<file path="config.mk">
export PLATFORM = sky130hd
export DESIGN_NAME = waiz_bench_harness
export DESIGN_NICKNAME = d
export VERILOG_FILES = /design/src/rtl/waiz_bench_harness.sv
export SDC_FILE = /design/constraint.sdc
export NUM_CORES = 1
export LEC_CHECK = 0
export CELL_PAD_IN_SITES_DETAIL_PLACEMENT = 0
export CELL_PAD_IN_SITES_GLOBAL_PLACEMENT = 1
export CORE_AREA = 5 5 279 281
export CTS_CLUSTER_SIZE = 12
export DETAILED_ROUTE_END_ITERATION = 8
export DIE_AREA = 0 0 284 286
export PLACE_DENSITY_LB_ADDON = 0.1
export SLEW_MARGIN = 20
export SYNTH_ARGS = -nofsm -noshare
export SYNTH_HDL_FRONTEND = slang
export SYNTH_SLANG_ARGS = --single-unit
</file>
<file path="constraint.sdc">
create_clock -name clk -period 3.7 [get_ports clk]
set_input_delay 0.37 -clock clk [delete_from_list [all_inputs] [get_ports clk]]
set_output_delay 0.37 -clock clk [all_outputs]
set_load 0.02 [all_outputs]
</file>
<file path="src/rtl/waiz_bench_harness.sv">
// Instrumented wrapper around a fixed-point inference core: captures a frame, starts the core,
// measures its latency with a timeout, registers the scores and finds the argmax class.
module waiz_bench_harness #(
    parameter int WIDTH          = 16,
    parameter int NFRAC          = 10,
    parameter int INPUT_SIZE     = 16,
    parameter int OUTPUT_SIZE    = 5,
    parameter int LAT_W          = 16,
    parameter int TIMEOUT_CYCLES = 1000,
    parameter int CNT_W          = 32,
    localparam int IDX_W         = (OUTPUT_SIZE > 1) ? $clog2(OUTPUT_SIZE) : 1
) (
    input  logic                    clk,
    input  logic                    reset,
    input  logic                    input_ready,
    input  logic signed [WIDTH-1:0] input_data [0:INPUT_SIZE-1],
    output logic                    busy,
    output logic                    output_ready,
    output logic signed [WIDTH-1:0] output_data [0:OUTPUT_SIZE-1],
    output logic [IDX_W-1:0]        class_idx,
    output logic [LAT_W-1:0]        latency,
    output logic                    timeout,
    output logic [CNT_W-1:0]        frame_count,
    output logic                    core_input_ready,
    output logic signed [WIDTH-1:0] core_input_data [0:INPUT_SIZE-1],
    input  logic                    core_output_ready,
    input  logic signed [WIDTH-1:0] core_output_data [0:OUTPUT_SIZE-1]
);

    typedef enum logic [2:0] {
        S_IDLE,
        S_ISSUE,
        S_WAIT,
        S_ARGMAX,
        S_DONE
    } state_t;

    if (OUTPUT_SIZE < 1 || TIMEOUT_CYCLES < 1 || NFRAC >= WIDTH ||
        (LAT_W < 31 && TIMEOUT_CYCLES >= (1 << LAT_W))) begin : g_bad_param
        $error("waiz_bench_harness: illegal parameter combination");
    end

    localparam logic [LAT_W-1:0] LAT_MAX   = {LAT_W{1'b1}};
    localparam logic [LAT_W-1:0] LAT_LIMIT = LAT_W'(TIMEOUT_CYCLES);
    localparam logic [IDX_W-1:0] IDX_LAST  = IDX_W'(OUTPUT_SIZE - 1);

    state_t                  state;
    state_t                  state_next;
    logic [LAT_W-1:0]        lat_cnt;
    logic signed [WIDTH-1:0] best;
    logic [IDX_W-1:0]        idx;
    logic [IDX_W-1:0]        arg_i;
    logic                    arg_last;
    logic                    score_gt;
    logic                    lat_expired;

    assign arg_last    = (arg_i == IDX_LAST);
    assign score_gt    = (output_data[arg_i] > best);
    assign lat_expired = (lat_cnt == LAT_LIMIT);

    // State register
    always_ff @(posedge clk) begin
        if (!reset) begin
            state <= S_IDLE;
        end else begin
            state <= state_next;
        end
    end

    // Next-state logic
    always_comb begin
        // NOTE: default assignment first so every path assigns state_next and no latch is inferred.
        state_next = state;
        case (state)
            S_IDLE:   if (input_ready) state_next = S_ISSUE;
            S_ISSUE:  state_next = S_WAIT;
            S_WAIT: begin
                if (core_output_ready) begin
                    state_next = (OUTPUT_SIZE == 1) ? S_DONE : S_ARGMAX;
                end else if (lat_expired) begin
                    state_next = S_IDLE;
                end
            end
            S_ARGMAX: if (arg_last) state_next = S_DONE;
            S_DONE:   state_next = S_IDLE;
            default:  state_next = S_IDLE;
        endcase
    end

    // Output decode
    always_comb begin
        busy             = (state != S_IDLE);
        core_input_ready = (state == S_ISSUE);
        output_ready     = (state == S_DONE);
    end

    // Datapath: frame capture, latency counter, score register and sequential argmax.
    // class_idx and frame_count are loaded on the edge entering DONE so they change
    // in the same cycle that output_ready is high.
    always_ff @(posedge clk) begin
        if (!reset) begin
            // NOTE: the register arrays are reset element by element because their zero value is architecturally visible.
            for (int k = 0; k < INPUT_SIZE; k++) core_input_data[k] <= '0;
            for (int k = 0; k < OUTPUT_SIZE; k++) output_data[k] <= '0;
            lat_cnt     <= '0;
            latency     <= '0;
            best        <= '0;
            idx         <= '0;
            arg_i       <= '0;
            class_idx   <= '0;
            frame_count <= '0;
            timeout     <= 1'b0;
        end else begin
            // NOTE: non-blocking assignments throughout, so every register samples pre-edge values.
            timeout <= 1'b0;
            case (state)
                S_IDLE: begin
                    if (input_ready) begin
                        for (int k = 0; k < INPUT_SIZE; k++) core_input_data[k] <= input_data[k];
                    end
                end
                S_ISSUE: begin
                    lat_cnt <= LAT_W'(1);
                end
                S_WAIT: begin
                    if (core_output_ready) begin
                        for (int k = 0; k < OUTPUT_SIZE; k++) output_data[k] <= core_output_data[k];
                        latency <= lat_cnt;
                        best    <= core_output_data[0];
                        idx     <= '0;
                        arg_i   <= IDX_W'(1);
                        if (OUTPUT_SIZE == 1) begin
                            class_idx   <= '0;
                            frame_count <= frame_count + CNT_W'(1);
                        end
                    end else if (lat_expired) begin
                        timeout <= 1'b1;
                    end else if (lat_cnt != LAT_MAX) begin
                        lat_cnt <= lat_cnt + LAT_W'(1);
                    end
                end
                S_ARGMAX: begin
                    // Strict compare keeps the lower index on ties.
                    if (score_gt) begin
                        best <= output_data[arg_i];
                        idx  <= arg_i;
                    end
                    arg_i <= arg_i + IDX_W'(1);
                    if (arg_last) begin
                        class_idx   <= score_gt ? arg_i : idx;
                        frame_count <= frame_count + CNT_W'(1);
                    end
                end
                default: ;
            endcase
        end
    end

endmodule

</file>
### Yosys cells after proc, flatten, opt, wreduce, memory -nomap -nowiden

Cells that the tools add are included.

| operators by class | value |
|---|---|
| $add $sub $neg | 3 |
| mux-type cells | 21 |
| equality and inequality tests | 15 |
| reduce and logical (&&, ||, !) cells | 12 |
| bitwise gates (word level) | 3 |
| $lt $le $gt $ge | 2 |

Operator list:

| cell | number |
|---|---|
| $mux 16 | 7 |
| $pmux 16 s2 | 2 |
| $bmux 16 s3 | 1 |
| $add 32x1->32 const B | 1 |
| $mux 3 | 7 |
| $add 16x1->16 const B | 1 |
| $eq 16x10->1 const B | 1 |
| $gt 16x16->1 | 1 |
| $ne 16x16->1 const B | 1 |
| $ne 2x2->1 const B | 7 |
| $pmux 3 s2 | 2 |
| $pmux 3 s4 | 1 |
| $reduce_and 2->1 | 4 |
| $eq 3x2->1 const B | 2 |
| $eq 3x3->1 const B | 2 |
| $reduce_and 3->1 | 2 |
| $ge 4x4->1 const B | 1 |
| $not 3->4 | 1 |
| $reduce_and 4->1 | 1 |
| $reduce_bool 2->1 | 2 |
| $add 3x1->3 const B | 1 |
| $eq 3x1->1 const B | 1 |
| $logic_not 3->1 | 1 |
| $ne 3x3->1 const B | 1 |
| 4 further kinds | 5 |

| word-level totals | value |
|---|---|
| output and inout bits | 391 |
| word-level logic and storage cells | 86 |
| flip-flop bits (word level) | 429 |
| bits of input ports | 340 |

### Depth between registers and ports, before layout

| depth | value |
|---|---|
| depth in word-level cells | 7 |
| depth in mapped cells | 14 |
| depth with buffers taken out | 11 |

### Least setup slack after synthesis

Ideal clock, no wire load.

| path | value |
|---|---|
| path kind | register to register |
| from | register arg_i[2] |
| to | register best[10] |
| setup slack | 0.748 ns |
| path buffers | 4 |
| cell stages (with the launch flop) | 14 |
| setup time | 0.115 ns |
| clock period less this slack | 2.952 ns |
| arrival time | 2.837 ns |
| data required time | 3.585 ns |
| cells stage by stage | dfxtp_1 > buf_2 > or2_2 > clkbuf_1 > clkbuf_1 > o221ai_1 > ha_1 > a21oi_1 > o21ai_0 > a221oi_1 > a31oi_2 > buf_2 > a32o_1 > o21a_1 |

| on the way | value |
|---|---|
| word-level cells in the longest chain between the ends | 7 |
| elaborated cells on any way between the ends | 9 |
| classes of those cells | order compare: 1; eq/ne: 1; mux: 5; bitwise: 1; reduce/logical: 1 |

Ends and longest elaborated chain:

| item | RTL line | source |
|---|---|---|
| start: declaration | 52 | `logic [IDX_W-1:0] arg_i;` |
| start signal: assignment | 148 | `arg_i <= arg_i + IDX_W'(1);` |
| $not 3->4 (not written as such) (*) | 58, 145 |  |
| $bmux 16 s3 (*) | 58, 145 |  |
| $mux 16 (not written as such) (*) (2 in series) | 58, 145 |  |
| $gt 16x16->1 | 58 | `assign score_gt = (output_data[arg_i] > best);` |
| $ne 2x2->1 (no source line) | - |  |
| $reduce_and 3->1 (no source line) | - |  |
| end signal: assignment | 129 | `best <= core_output_data[0];` |
| end signal: assignment | 145 | `best <= output_data[arg_i];` |
| end: declaration | 50 | `logic signed [WIDTH-1:0] best;` |

Mark *: on every way between the ends. The rest lies on a longest branch, timed or not. The select of a mux whose other input is x is not followed.
A chain may end at the register's enable or synchronous reset.

### Final worst setup path

| path | value |
|---|---|
| from | register arg_i[1] |
| to | register class_idx[1] |

| on the way | value |
|---|---|
| word-level cells in the longest chain between the ends | 6 |
| elaborated cells on any way between the ends | 8 |
| classes of those cells | order compare: 1; eq/ne: 1; mux: 4; bitwise: 1; reduce/logical: 1 |

Ends and longest elaborated chain:

| item | RTL line | source |
|---|---|---|
| $not 3->4 (not written as such) | 58 |  |
| $bmux 16 s3 | 58 |  |
| $mux 16 (not written as such) (2 in series) | 58 |  |
| $gt 16x16->1 | 58 |  |
| $mux 3 | - |  |
| end signal: assignment | 150 | `class_idx <= score_gt ? arg_i : idx;` |
| end: declaration | 20 | `output logic [IDX_W-1:0] class_idx,` |

Several ways; a longest one is shown, not always the timed one. The select of a mux whose other input is x is not followed.

==> summary.md <==
| Metric | Value |
|---|---|
| # setup viols final | `0` |
| Setup TNS | `0 ns` |
| Routed wl met2 | `about 42000 um` |
| Starting density of the core | `22.1%` |
| List of most frequent post-synthesis cells | `nand2_1, dfxtp_1, a21oi_1` |
| WL met1 | `31600 um` |
| Post-Synthesis Mean Instance Area | `about 8 sq um` |
| Worst VDD drop | `approximately 320 uV` |
| FP Rows | `between 100 and 150` |
| Max Used Layer | `met5` |
| Estimated wirelength of the detail-placed design | `approximately 62000 um` |
| Starting DRT DRC Count | `approximately 830` |
| RR Startpoint | `arg_i[1]` |
| 1st-pass router iterations | `5` |
| Startpoint Class | `flip-flop` |
| Final routed DRC violation total | `0` |
| Yosys top cell area share | `between 50% and 60%` |
| Clock Sinks | `~430` |
| Predominant post-synthesis flop cell | `dfxtp_1` |
| HP Start | `input_data[61]` |
| Rel. slew slack | `around half` |
| PwrDens | `between 400 and 500 nW/um^2` |
| Placed cells | `3655` |
| Initial antenna violation count | `21` |
| Synth area leader | `dfxtp_1` |
| Fin crit period | `3.42 ns` |
| Synthesis warning total | `0` |
| Yosys reg bits | `429` |
| Layout cells sized above 1 | `4.37%` |
| CORE AREA | `roughly 75000 sq um` |
| Setup CP Type | `flip-flop to flip-flop` |
| Wirelength, routed | `approximately 83000 um` |
| Crit share post-route | `92.5%` |
| Yosys cell types | `61` |
| Number of global-route vias before repair | `16.9k` |
| Die footprint | `slightly above 80000 sq um` |
| Buffer count from post-CTS setup fixing | `0` |
| Critical path origin | `arg_i[1]` |
| Reg2Reg Depth | `12` |
| Fmax | `around 0.29 GHz` |
| Slew @ Worst Pin | `between 0.7 and 0.8 ns` |
| Final nets | `~3.1k` |
| Hold Path Class | `input port to flip-flop` |
| Top Ports | `about 730` |
| Port buffer count | `730` |
| Final core utilization | `a little over a third` |
| Data arrival, critical path | `3.85 ns` |
| RSZ-0062 raised after global routing | `false` |
| Req. time, crit path | `about 4.1 ns` |
| Die X | `284 um` |
| Post-synthesis adder-cell area fraction | `1.58%` |
| Met3 WL | `6870 um` |
| Total gr overflow | `0` |
| Clk pin slew, worst setup/hold paths | `0.06 ns` |
| Mapped cell area | `around 17000 sq um` |
| Leakage | `around 9.3 nW` |
| Pin count of the biggest net entering global routing | `108` |
| CTS Buffer Depth | `3` |
| FF-to-FF setup slack | `~0.28 ns` |
| First-pass GRT wire length | `between 100000 and 150000 um` |
| Post-synth EDFFs | `0` |
| Root Buffer | `clkbuf_16` |
| Tot GR Track Use | `19.2%` |
| Final Hold Fails | `0` |
| Layout fillers | `about 7.8k` |
| Max Slew Vio Count | `0` |
| Drt wl/cell | `between 20 and 25 um` |
| Layout area overhead | `60.3%` |
| Post-route non-filler standard cell count | `between 3k and 4k` |
| Crit Path Max Fanout | `31` |
| Sequential share of the synthesized area | `about half` |
| Multiplexer share of the synthesized area | `2.17%` |
| Synth async-reset ratio | `0%` |
| Htree depth | `2` |
| Post-Synth XOR/XNOR Area | `under 10%` |
| CTS tree | `built` |
| Vias | `16.9k` |
| CTS Buf Count | `between 50 and 60` |
| Top cells by area, synth | `dfxtp_1, nand2_1, a21oi_1` |
| Antenna-violating nets left | `0` |
| Simple-gate area share of the yosys netlist | `around 22%` |
| Later-pin clock latency in the skew report | `~0.6 ns` |
| Synth Instances | `2070` |
| Max cap viols | `0` |
| Hold Crit Depth | `3` |
| Die height | `~290 um` |
| Placer Congestion | `between 0.8 and 0.9` |
| Syn Nets | `roughly 2.4k` |
| Outcome | `complete, no violations` |
| Critical Path End Type | `flip-flop` |
| Post-route cell area | `between 20000 and 30000 sq um` |
| Via/cell ratio | `~4.5` |
| Synth Area in Compound Gates | `between 15 and 20%` |
| Largest family of logic cells by synthesized area | `simple AND/OR/NAND/NOR gates` |
| Clock Skew | `slightly below 0.03 ns` |
| Placement Cell Area | `approximately 25000 sq um` |
| Most common cell in the synthesized netlist | `nand2_1` |
cell usage in the layout, fill, tap and decap left out, types with 4 or more instances in the layout:
cell / n
clkbuf_8: 11
nor4_1: 4
mux2i_1: 36
o21a_1: 17
clkbuf_1: 18
o221ai_1: 13
a21oi_1: 382
nand3_1: 20
xnor2_1: 22
o21ai_0: 19
diode_2: 11
clkbuf_16: 55
clkinv_2: 5
or3_1: 11
buf_4: 16
nor3_1: 4
nand4_1: 10
nor2_1: 35
nand2_1: 751
a211oi_1: 16
and3_1: 5
clkdlybuf4s50_1: 730
xor2_1: 9
and2_1: 19
ha_1: 21
inv_1: 26
dfxtp_1: 428
a32o_1: 16
or4_1: 4
a21o_1: 5
buf_12: 11
power by group:
part           switching (W)  internal (W)  leakage [nW]  total, W
clock                0.00210       0.00306         0.831   0.00516
combinational        0.00151       0.00112          4.99   0.00263
sequential          0.000169       0.00491          3.50   0.00508
registers in the layout, summed over array words and instances, names as in the netlist, 16 cells and up:
name	cells
core_input_data	256
output_data	80
frame_count	32
best	16
lat_cnt	16
latency	16
routing by layer:
| metal | vias up | GRT usage [%] |
|---|---|---|
| met5 | - | 0 |
| met4 | 12 | 4.92 |
| met3 | 117 | 7.22 |
| met2 | 516 | 34.7 |
| met1 | 7999 | 21.2 |
| li1 | 8219 | - |
cell type report:
cell class	instances	area [sq um]	area share, %
tap	978	1220	4.60
timing repair buffer	757	7650	28.8
clock inverter	8	93.8	0.353
antenna	11	27.5	0.104
inverter	27	109	0.409
multi-input combinational	1464	7310	27.5
sequential	429	8590	32.3
clock buffer	84	1600	6.00
final timing paths:
kind	endpoint
setup / recovery	class_idx[1]
hold / removal	core_input_data[61]
setup reg to reg	class_idx[1]
hold reg to reg	core_input_data[54]
cells by family (layout without fill, tap and decap cells):
logic type / count (synthesis) / after routing
and+or+nand+nor: 890 / 890
AOI/OAI and AO/OA: 486 / 486
DFF: 429 / 429
buffers and inverters: 177 / 876
muxes: 36 / 36
xor gates and xnor gates: 31 / 31
adders and majority gates: 21 / 21
other: 0 / 11
what timing repair did:
item,CTS,global route
hold buffers,0,0
gates resized for setup,0,1
setup endpoints to repair,0,18
critical path, stage by stage, from the launching register on:
cell,delay (ns)
dfxtp_2,0.35
buf_12,0.23
mux2i_1,0.26
o22ai_1,0.11
a41o_1,0.26
ha_1,0.34
nand4_1,0.14
nor4_1,0.41
o21ai_0,0.24
a31oi_4,0.38
buf_12,0.22
mux2i_1,0.20
a21oi_1,0.09
through the flow:
step / power, W / hold slack (ns) / setup slack, ns
after floorplan: 0.00639 / 0.453 / 0.748
after global placement: 0.00783 / 0.442 / 0.0712
after detailed placement: 0.00784 / 0.446 / 0.105
after CTS: 0.0131 / 0.266 / 0.110
after global routing: 0.0135 / 0.290 / 0.0330
final: 0.0129 / 0.316 / 0.278
Power figures use the tool's default switching activity.
